`config.mk`:
```
export PLATFORM = sky130hd
export DESIGN_NAME = issue_stage
export DESIGN_NICKNAME = d
export VERILOG_FILES = /design/src/rtl/issue_stage_pkg.sv /design/src/rtl/issue_stage_scoreboard.sv /design/src/rtl/issue_stage.sv
export SDC_FILE = /design/constraint.sdc
export NUM_CORES = 2
export LEC_CHECK = 0
export ABC_CLOCK_PERIOD_IN_PS = 13500
export BUFFER_PORTS_ARGS = -buffer_cell sky130_fd_sc_hd__buf_2
export CELL_PAD_IN_SITES_DETAIL_PLACEMENT = 1
export CELL_PAD_IN_SITES_GLOBAL_PLACEMENT = 1
export CORE_ASPECT_RATIO = 0.75
export CORE_UTILIZATION = 50
export DETAILED_ROUTE_END_ITERATION = 6
export PLACE_DENSITY_LB_ADDON = 0.1
export SLEW_MARGIN = 40
export SYNTH_ARGS = -nofsm -noshare
export SYNTH_HDL_FRONTEND = slang
export SYNTH_HIERARCHICAL = 1
export SYNTH_SLANG_ARGS = --single-unit
```
`constraint.sdc`:
```
create_clock -name clk_i -period 13.5 [get_ports clk_i]
set_input_delay 2.025 -clock clk_i [delete_from_list [all_inputs] [get_ports clk_i]]
set_output_delay 2.025 -clock clk_i [all_outputs]
set_load 0.005 [all_outputs]
```
`src/rtl/issue_stage_pkg.sv`:
```
// issue_stage_pkg
//   Shared constants and types for the in-order issue stage.
//   UNITS      : width of the one-hot execution unit select
//   LONG_MASK  : units whose results take more than one cycle (load, divide)
//   CNT_W      : width of the per-register in-flight counter
//   ipacket_t  : opaque instruction packet carried alongside each instruction
//   issue_pkt_t: contents of the issue output register
package issue_stage_pkg;

    localparam int unsigned UNITS = 8;
    localparam logic [UNITS-1:0] LONG_MASK = 8'b0000_0110;
    localparam int unsigned CNT_W = 3;
    localparam int unsigned NREGS = 32;

    typedef logic [31:0] ipacket_t;

    typedef struct packed {
        logic [1:0][4:0]  src;
        logic [1:0]       imm_valid;
        logic [1:0][31:0] operand;
        logic [UNITS-1:0] unit;
        logic [7:0]       uop;
        ipacket_t         ipacket;
        logic [4:0]       dest;
    } issue_pkt_t;

endpackage

```
`src/rtl/issue_stage_scoreboard.sv`:
```
// scoreboard
//   Per-register in-flight counters and long-latency flags, with the
//   read-after-write hazard and structural-block decisions for decode.
//   clk_i, rst_n_i      : clock, synchronous active-low reset
//   flush_i             : clears every counter and flag
//   retire_i/_dest_i    : instruction leaving the issue register into the back end
//   retire_long_i       : that instruction targets a long-latency unit
//   wb_i, wb_dest_i     : writeback completing a register
//   src_i, src_used_i   : decode sources and whether each one reads a register
//   dec_dest_i          : decode destination
//   pend_*_i            : instruction currently held in the issue register
//   hazard_o, block_o   : decode must wait
module scoreboard #(
    parameter int unsigned CNT_W = 3
) (
    input  logic            clk_i,
    input  logic            rst_n_i,
    input  logic            flush_i,
    input  logic            retire_i,
    input  logic [4:0]      retire_dest_i,
    input  logic            retire_long_i,
    input  logic            wb_i,
    input  logic [4:0]      wb_dest_i,
    input  logic [1:0][4:0] src_i,
    input  logic [1:0]      src_used_i,
    input  logic [4:0]      dec_dest_i,
    input  logic            pend_valid_i,
    input  logic            pend_long_i,
    input  logic [4:0]      pend_dest_i,
    output logic            hazard_o,
    output logic            block_o
);

    localparam logic [CNT_W-1:0] CNT_MAX  = '1;
    localparam logic [CNT_W-1:0] CNT_NEAR = CNT_MAX - 1'b1;

    logic [CNT_W-1:0] cnt_q [32];
    logic [CNT_W-1:0] cnt_d [32];
    logic [31:0]      long_q;
    logic [31:0]      long_d;
    logic [31:0]      inc_v;
    logic [31:0]      dec_v;

    always_comb begin
        inc_v  = '0;
        dec_v  = '0;
        long_d = '0;
        for (int unsigned r = 0; r < 32; r++) begin
            cnt_d[r] = cnt_q[r];
            inc_v[r] = retire_i && (retire_dest_i == 5'(r)) && (r != 0);
            dec_v[r] = wb_i && (wb_dest_i == 5'(r)) && (r != 0);
            if (inc_v[r] && !dec_v[r]) begin
                cnt_d[r] = cnt_q[r] + 1'b1;
            end else if (dec_v[r] && !inc_v[r] && (cnt_q[r] != '0)) begin
                // A stray writeback with nothing in flight must not wrap.
                cnt_d[r] = cnt_q[r] - 1'b1;
            end
            long_d[r] = (cnt_d[r] == '0) ? 1'b0 : (long_q[r] | (inc_v[r] & retire_long_i));
        end
    end

    always_ff @(posedge clk_i) begin
        if (!rst_n_i || flush_i) begin
            for (int unsigned r = 0; r < 32; r++) begin
                cnt_q[r] <= '0;
            end
            long_q <= '0;
        end else begin
            for (int unsigned r = 0; r < 32; r++) begin
                cnt_q[r] <= cnt_d[r];
            end
            long_q <= long_d;
        end
    end

    always_comb begin
        hazard_o = 1'b0;
        for (int unsigned k = 0; k < 2; k++) begin
            if (src_used_i[k]) begin
                if ((long_q[src_i[k]] && (cnt_q[src_i[k]] != '0)) ||
                    (pend_valid_i && pend_long_i && (pend_dest_i == src_i[k]))) begin
                    hazard_o = 1'b1;
                end
            end
        end
    end

    // The held instruction will still increment its counter when it retires,
    // so a counter one below saturation is also full if that instruction
    // writes the same register; otherwise back-to-back issue could wrap it.
    always_comb begin
        block_o = (cnt_q[dec_dest_i] == CNT_MAX) ||
                  (pend_valid_i && (dec_dest_i != 5'd0) && (pend_dest_i == dec_dest_i) &&
                   (cnt_q[dec_dest_i] == CNT_NEAR));
    end

endmodule

```
`src/rtl/issue_stage.sv`:
```
// issue_stage
//   In-order issue stage: accepts decoded instructions, reads operands from
//   the 32x32 architectural register file (with writeback write-through),
//   checks long-latency RAW hazards through the scoreboard and drives one
//   registered instruction per cycle to the back end.
//   clk_i, rst_n_i        : clock, synchronous active-low reset
//   dec_*                 : decode handshake and instruction fields
//   iss_*                 : registered issue outputs (iss_unit_valid_o=0 when idle)
//   stall_i               : back end stall, holds the issue register
//   flush_i               : trap flush, clears scoreboard and issue register
//   branch_flush_i        : taken-branch redirect, drops the issue register
//   wb_i, wb_dest_i, wb_data_i : register file writeback port
module issue_stage #(
    parameter int unsigned      UNITS     = issue_stage_pkg::UNITS,
    parameter logic [UNITS-1:0] LONG_MASK = issue_stage_pkg::LONG_MASK,
    parameter int unsigned      CNT_W     = issue_stage_pkg::CNT_W
) (
    input  logic                      clk_i,
    input  logic                      rst_n_i,
    input  logic                      dec_valid_i,
    output logic                      dec_ready_o,
    input  logic [1:0][4:0]           dec_src_i,
    input  logic [1:0]                dec_imm_valid_i,
    input  logic [31:0]               dec_imm_i,
    input  logic [4:0]                dec_dest_i,
    input  logic [UNITS-1:0]          dec_unit_i,
    input  logic [7:0]                dec_uop_i,
    input  issue_stage_pkg::ipacket_t dec_ipacket_i,
    output logic [1:0][4:0]           iss_src_o,
    output logic [1:0]                iss_imm_valid_o,
    output logic [1:0][31:0]          iss_operand_o,
    output logic [UNITS-1:0]          iss_unit_valid_o,
    output logic [7:0]                iss_uop_o,
    output issue_stage_pkg::ipacket_t iss_ipacket_o,
    input  logic                      stall_i,
    input  logic                      flush_i,
    input  logic                      branch_flush_i,
    input  logic                      wb_i,
    input  logic [4:0]                wb_dest_i,
    input  logic [31:0]               wb_data_i
);

    import issue_stage_pkg::*;

    logic [31:0]      rf_q [NREGS];
    logic [1:0][31:0] operand;
    logic [1:0]       src_used;
    issue_pkt_t       out_q;
    logic             out_valid;
    logic             out_long;
    logic             retire;
    logic             hazard;
    logic             block;
    logic             accept;

    // Register file; x0 is never written so it always reads zero.
    always_ff @(posedge clk_i) begin
        if (!rst_n_i) begin
            for (int unsigned i = 0; i < NREGS; i++) begin
                rf_q[i] <= '0;
            end
        end else if (wb_i && (wb_dest_i != 5'd0)) begin
            rf_q[wb_dest_i] <= wb_data_i;
        end
    end

    always_comb begin
        operand  = '0;
        src_used = '0;
        for (int unsigned k = 0; k < 2; k++) begin
            src_used[k] = !dec_imm_valid_i[k] && (dec_src_i[k] != 5'd0);
            if (dec_imm_valid_i[k]) begin
                operand[k] = dec_imm_i;
            end else if (dec_src_i[k] == 5'd0) begin
                operand[k] = '0;
            end else if (wb_i && (wb_dest_i == dec_src_i[k])) begin
                operand[k] = wb_data_i;
            end else begin
                operand[k] = rf_q[dec_src_i[k]];
            end
        end
    end

    assign out_valid = |out_q.unit;
    assign out_long  = |(out_q.unit & LONG_MASK);
    assign retire    = out_valid && !stall_i && !flush_i && !branch_flush_i;

    scoreboard #(
        .CNT_W (CNT_W)
    ) u_scoreboard (
        .clk_i         (clk_i),
        .rst_n_i       (rst_n_i),
        .flush_i       (flush_i),
        .retire_i      (retire),
        .retire_dest_i (out_q.dest),
        .retire_long_i (out_long),
        .wb_i          (wb_i),
        .wb_dest_i     (wb_dest_i),
        .src_i         (dec_src_i),
        .src_used_i    (src_used),
        .dec_dest_i    (dec_dest_i),
        .pend_valid_i  (out_valid),
        .pend_long_i   (out_long),
        .pend_dest_i   (out_q.dest),
        .hazard_o      (hazard),
        .block_o       (block)
    );

    assign dec_ready_o = !hazard && !block && (!stall_i || !out_valid) &&
                         !flush_i && !branch_flush_i;
    assign accept      = dec_valid_i && dec_ready_o;

    // Accept is allowed under stall only when the register is empty, so it
    // is checked before the stall hold to avoid dropping that instruction.
    always_ff @(posedge clk_i) begin
        if (!rst_n_i) begin
            out_q <= '0;
        end else if (flush_i || branch_flush_i) begin
            out_q.unit <= '0;
        end else if (accept) begin
            out_q.src       <= dec_src_i;
            out_q.imm_valid <= dec_imm_valid_i;
            out_q.operand   <= operand;
            out_q.unit      <= dec_unit_i;
            out_q.uop       <= dec_uop_i;
            out_q.ipacket   <= dec_ipacket_i;
            out_q.dest      <= dec_dest_i;
        end else if (!stall_i) begin
            out_q.unit <= '0;
        end
    end

    assign iss_src_o        = out_q.src;
    assign iss_imm_valid_o  = out_q.imm_valid;
    assign iss_operand_o    = out_q.operand;
    assign iss_unit_valid_o = out_q.unit;
    assign iss_uop_o        = out_q.uop;
    assign iss_ipacket_o    = out_q.ipacket;

endmodule

```
# After elaboration in Yosys (flattened, before gate mapping)
# Memories as Yosys holds them, arrays and structs flattened.
# Cells that the tools add are included.
# op_classes
add_sub_neg	62
n_lt_le_gt_ge	2
n_eq_ne	71
mux	120
bitwise	96
reduce_logical	360
# ops
cell	n
3-bit 2-to-1 mux	94
32-bit 2-to-1 mux	7
1-bit logical AND	176
5-bit equality test, second input constant	32
3-bit nonzero test	33
3-bit by 1-bit adder with 3-bit output, second input constant	31
3-bit logical NOT	31
3-bit by 1-bit subtractor with 3-bit output, second input constant	31
5-bit by 4-bit equality test with 1-bit output, second input constant	16
1-bit logical NOT	71
2-bit OR reduction	33
1-bit OR	63
5-bit by 3-bit equality test with 1-bit output, second input constant	8
32-bit OR reduction	1
1-bit bitwise AND	31
5-bit equality test	5
5-bit by 2-bit equality test with 1-bit output, second input constant	4
5-bit nonzero test	4
8-bit 2-to-1 mux	2
1-bit 2-to-1 mux	14
5-bit by 6-bit < comparator with 1-bit output, second input constant	2
1-bit binary-select mux with 5-bit select	2
5-bit by 1-bit equality test with 1-bit output, second input constant	2
5-bit logical NOT	2
other kinds (8)	16
# totals
regBits	160
ram_bits	1120
input_bits	141
out_inout_bits	125
wordCells	753
n_memories	2
# memory_table
memory	depth	word_bits	rd	rd_clocked_by_memory_dff	wr	line_no	source
rf_q	32	32	2	0	32	issue_stage.sv:45	logic [31:0] rf_q [NREGS];
u_scoreboard.cnt_q	32	3	34	0	32	issue_stage_scoreboard.sv:37	logic [CNT_W-1:0] cnt_q [32];

# Longest topological paths before layout
# depth
ltp_word	15
mapped_depth	18
mapped_depth_nobuf	13

# Cells and area by module
# The synthesis kept the hierarchy.
# modules_own_cells
module	n_inst	cells_each	area_per_inst_um2	seq_area_each_um2
issue_stage	1	4208	60067.6	33332.0
scoreboard	1	1406	10929.2	2482.4

# Worst setup path after synthesis
# OpenSTA, ideal clock, no wires.
# synth_timing
path_type	input to output
startpoint	input port dec_src_i[0] (netlist name)
endpoint	output port dec_ready_o
arrival_time_ns	4.356
required_time_ns	11.475
path_slack_ns	7.119
path_stages	11
n_path_buf	2
path_cell_list	buf_2 buf_6 or4_1 o21bai_2 inv_2 o2111ai_1 a211oi_1 or4_1 a41o_1 nor4_1 nor2b_1
# synth_between
elab_cells_between_ends	19
cone_classes	1 x eq/ne; 6 x mux; 11 x reduce/logical; 1 x memory
# synth_lines
item	line_no	source
start, declared	issue_stage.sv:22	input logic [1:0][4:0] dec_src_i,
5-bit nonzero test *	issue_stage.sv:71	src_used[k] = !dec_imm_valid_i[k] && (dec_src_i[k] != 5'd0);
1-bit logical AND *	issue_stage.sv:71	
via src_used[0]	issue_stage.sv:47	logic [1:0] src_used;
1-bit 2-to-1 mux *	issue_stage_scoreboard.sv:79	if (src_used_i[k]) begin
1-bit 2-to-1 mux	issue_stage_scoreboard.sv:80	if ((long_q[src_i[k]] && (cnt_q[src_i[k]] != '0)) ||
1-bit 2-to-1 mux *	issue_stage_scoreboard.sv:79	
via hazard	issue_stage.sv:52	logic hazard;
1-bit logical NOT *	issue_stage.sv:109	assign dec_ready_o = !hazard && !block && (!stall_i || !out_valid) &&
1-bit logical AND * (3 in a row)	issue_stage.sv:109	
1-bit logical AND *	issue_stage.sv:110	!flush_i && !branch_flush_i;
end, declared	issue_stage.sv:21	output logic dec_ready_o,
# Mark *: on every way through the listed nets, which the timed path passes. The rest lies on a longest branch. The select of a mux whose other input is x is not followed.

# Worst setup path after layout
# layout_timing
startpoint	input port dec_src_i[2] (netlist name)
endpoint	output port dec_ready_o
# The elaborated chain is that of the path after synthesis.

==> flow_summary.toml <==
[status]
outcome = "complete, but fails checks"
violations = "DRC"

[global_route]
grtUsageMet2_pct = 53.5
grt_usage_pct = 37.2
grt_pass1_wl_mm = 387
gr-total-overflow = 0
grt_start_max_net_pins = 98
busiest_layer = "met1"
grtUsageMet3_pct = 9.91
antenna_found_initial = 5
first_global_vias = 53600
use_met1_pct = 53.6

[synthesis]
synth_cell_types = 93
syn_area_per_cell_sq_um = 12.6
synthCells = 5614
synth-main-ff-cell = "edfxtp_1"
synth-edff-count = 1024
ys_warn_count = 6
synthArstFlopShare_pct = 0
synth_seq_cells = 1277
netlist_area_sq_um = 71000
seq_area_frac_synth_pct = 50.4

[timing]
slew_headroom_pct = 35.4
rsz0062_at_grt = "false"
min_period_over_period_pct = 56.5
setup_tns_ns = 0
finalHoldViolations = 0
fmax_ghz = 0.131
finClkSkew_ns = 0.0374
maxSlewViolCount = 0
final-setup-viol-count = 0
tightest_slew_ns = 0.961
min_period_ns = 7.62

[setup_path]
crit_fanout = 43
cp.depth = 13
critical_path_class = "in -> out"
critPathArrivalTime_ns = 5.60
worstPathCellList = "buf_6 -> buf_6 -> or4_1 -> o21bai_2 -> inv_2 -> o2111ai_1 -> a211oi_1 -> or4_1 -> a41o_1 -> nor4_1 -> buf_4 -> nor2b_1 -> buf_2"
cpPeakStageDelay_ns = 0.57
cp-start-kind = "primary input"
path_buf_inv = 5
r2r-start = "iss_unit_valid_o[0]"
critPathCaptureType = "output pin"
crit_path_start = "dec_src_i[2]"
critPathTopFamily = "simple AND/OR/NAND/NOR gates"
worstRegToRegCells = 14
crit_slowest_cell = "or4_1"
critPathRequiredTime_ns = 11.48

[route]
dr.pass1.iters = 7
wl_per_cell_um = 36.1
route.detailed.drc = 28
routed_wl_mm = 268
vias = 53900
viasPerCell = 7.26
drt-initial-drc-count = 7768
final_antenna_net_count = 0

[pwr]
p_leak_nw = 24.9
power_per_cell_area_nw_per_um2 = 123
irDropWorstVdd_mv = 0.142

[floorplan]
die_h_um = 328
io_pins = 266
dieArea_sq_um = 144000
start_util_pct = 50.5
core_area_sq_um = 141000
num_rows = 119
dieWidth_um = 437

[placed_design]
gp_congestion = 0.898
dp_hpwl_mm = 162
place_inst = 7163
port-buffer-count = 265

[hold_path]
hp-class = "reg -> reg"
min-delay-start = "iss_ipacket_o[8]"
hold_depth = 2

[clock_tree]
numCtsBuffers = 135
clk_root_buffer_cell = "clkbuf_16"
cts_max_path_buffers = 3
postCtsSetupBuffers = 0
cts_resized = 0
cts_tree = "built"
cts.sinks = 1277
h-tree-depth = 4
cts_hold_buf = 0
clk_latency_ns = 0.82
path_clk_slew_ns = 0.06

[cells_and_area]
instances_no_fill = 7424
syn_to_final_growth_pct = 9.56
nets = 5670
drive_above_1_share_pct = 24.6

[job]
maxCapViolCount = 0
==> sequential cells by signal, indices dropped and copies added (netlist names) <==
register,cells
u_scoreboard/long_q,31
out_q,5
iss_imm_valid_o,2
u_scoreboard/cnt_q,93
iss_uop_o,8
iss_src_o,10
iss_operand_o,64
rf_q,1024
iss_ipacket_o,32
iss_unit_valid_o,8
==> placed cells by master, fill, tap and decap left out, types with 31 or more instances in the layout <==
cell / instances
edfxtp_1: 1024
nor3_1: 977
mux4_2: 638
buf_2: 257
dfxtp_1: 251
nor2_1: 243
nand2_1: 170
clkbuf_16: 142
a21oi_1: 132
inv_1: 114
o21ai_0: 103
nand3_1: 96
ha_1: 93
clkinv_1: 90
a221oi_1: 82
buf_4: 74
and2_1: 71
a211oi_1: 67
o211ai_1: 57
xnor2_1: 50
nand2b_1: 50
o22ai_1: 45
nand4_1: 42
buf_6: 38
a22oi_1: 35
clkbuf_1: 33
conb_1: 32
o21ai_4: 31
inv_2: 31
==> stage by stage <==
stage / util, % / hold slack (ns) / worst slack [ns] / total power [mW] / cell area, sq um
floorplan: - / 0.437 / 7.12 / 5.34 / 71100
global placement: 51.6 / 0.438 / 5.86 / 5.76 / 72600
detailed placement: 52.0 / 0.444 / 5.98 / 5.81 / 73200
CTS: 55.1 / 0.452 / 5.96 / 9.57 / 77500
global route: 55.3 / 0.476 / 5.88 / 9.78 / 77800
finish: 55.3 / 0.452 / 5.88 / 9.58 / 77800
==> final cells by class <==
cell class	count	area (sq um)
Multi-Input combinational cell	3407	31400
Fill cell	13900	62900
Timing Repair Buffer	407	3050
Inverter	208	788
Tap cell	1875	2350
Sequential cell	1277	35800
Antenna cell	5	12.5
Clock inverter	62	566
Clock buffer	183	3790
==> report_power, final <==
group          leakage, nW  internal [mW]  switching [mW]  total [mW]
Sequential            11.8           4.44           0.123        4.56
Clock                 2.13           2.14            1.67        3.81
Combinational         10.9          0.466           0.739        1.20
==> routing by layer <==
metal	part of all wire [%]	vias to the layer above
met4	4.0	0
met3	12	598
met2	44	3662
met5	0	-
li1	-	21600
met1	40	28000
==> path summary, 6_finish.rpt <==
check,to,slack [ns]
max,dec_ready_o,5.88
max reg2reg,iss_operand_o[43],8.29
min,iss_ipacket_o[8],0.45
min reg2reg,iss_ipacket_o[8],0.45
==> synth_stat cells (93+ instances only) <==
master | number | share of area (%)
a21oi_1 | 132 | 0.93
buf_4 | 136 | 1.4
clkbuf_1 | 463 | 2.4
dfxtp_1 | 253 | 7.1
edfxtp_1 | 1024 | 43
ha_1 | 93 | 1.6
inv_1 | 145 | 0.77
mux4_2 | 638 | 20
nand2_1 | 173 | 0.91
nand3_1 | 97 | 0.68
nor2_1 | 244 | 1.3
nor3_1 | 978 | 6.9
o21ai_0 | 134 | 0.94
==> tightest hold or removal path, stage by stage, from the launching register on <==
cell     delay (ns)
dfxtp_1        0.30
nand2_1        0.05
a21oi_1        0.05
==> kinds of logic (layout without fill, tap and decap cells) <==
| logic type | count (synthesis) | after routing | share of synthesized area [%] |
|---|---|---|---|
| AND/OR/NAND/NOR | 1795 | 1795 | 12.8 |
| flip-flops | 1277 | 1277 | 50.4 |
| buffers and inverters | 961 | 860 | 6.16 |
| AO/OA/AOI/OAI | 750 | 750 | 7.42 |
| multiplexers | 671 | 671 | 20.7 |
| adder cells (fa/ha/maj) | 93 | 93 | 1.64 |
| XOR/XNOR | 66 | 66 | 0.814 |
| other | 1 | 37 | 0.00528 |
Note: power is estimated with default switching activity, not from simulation.
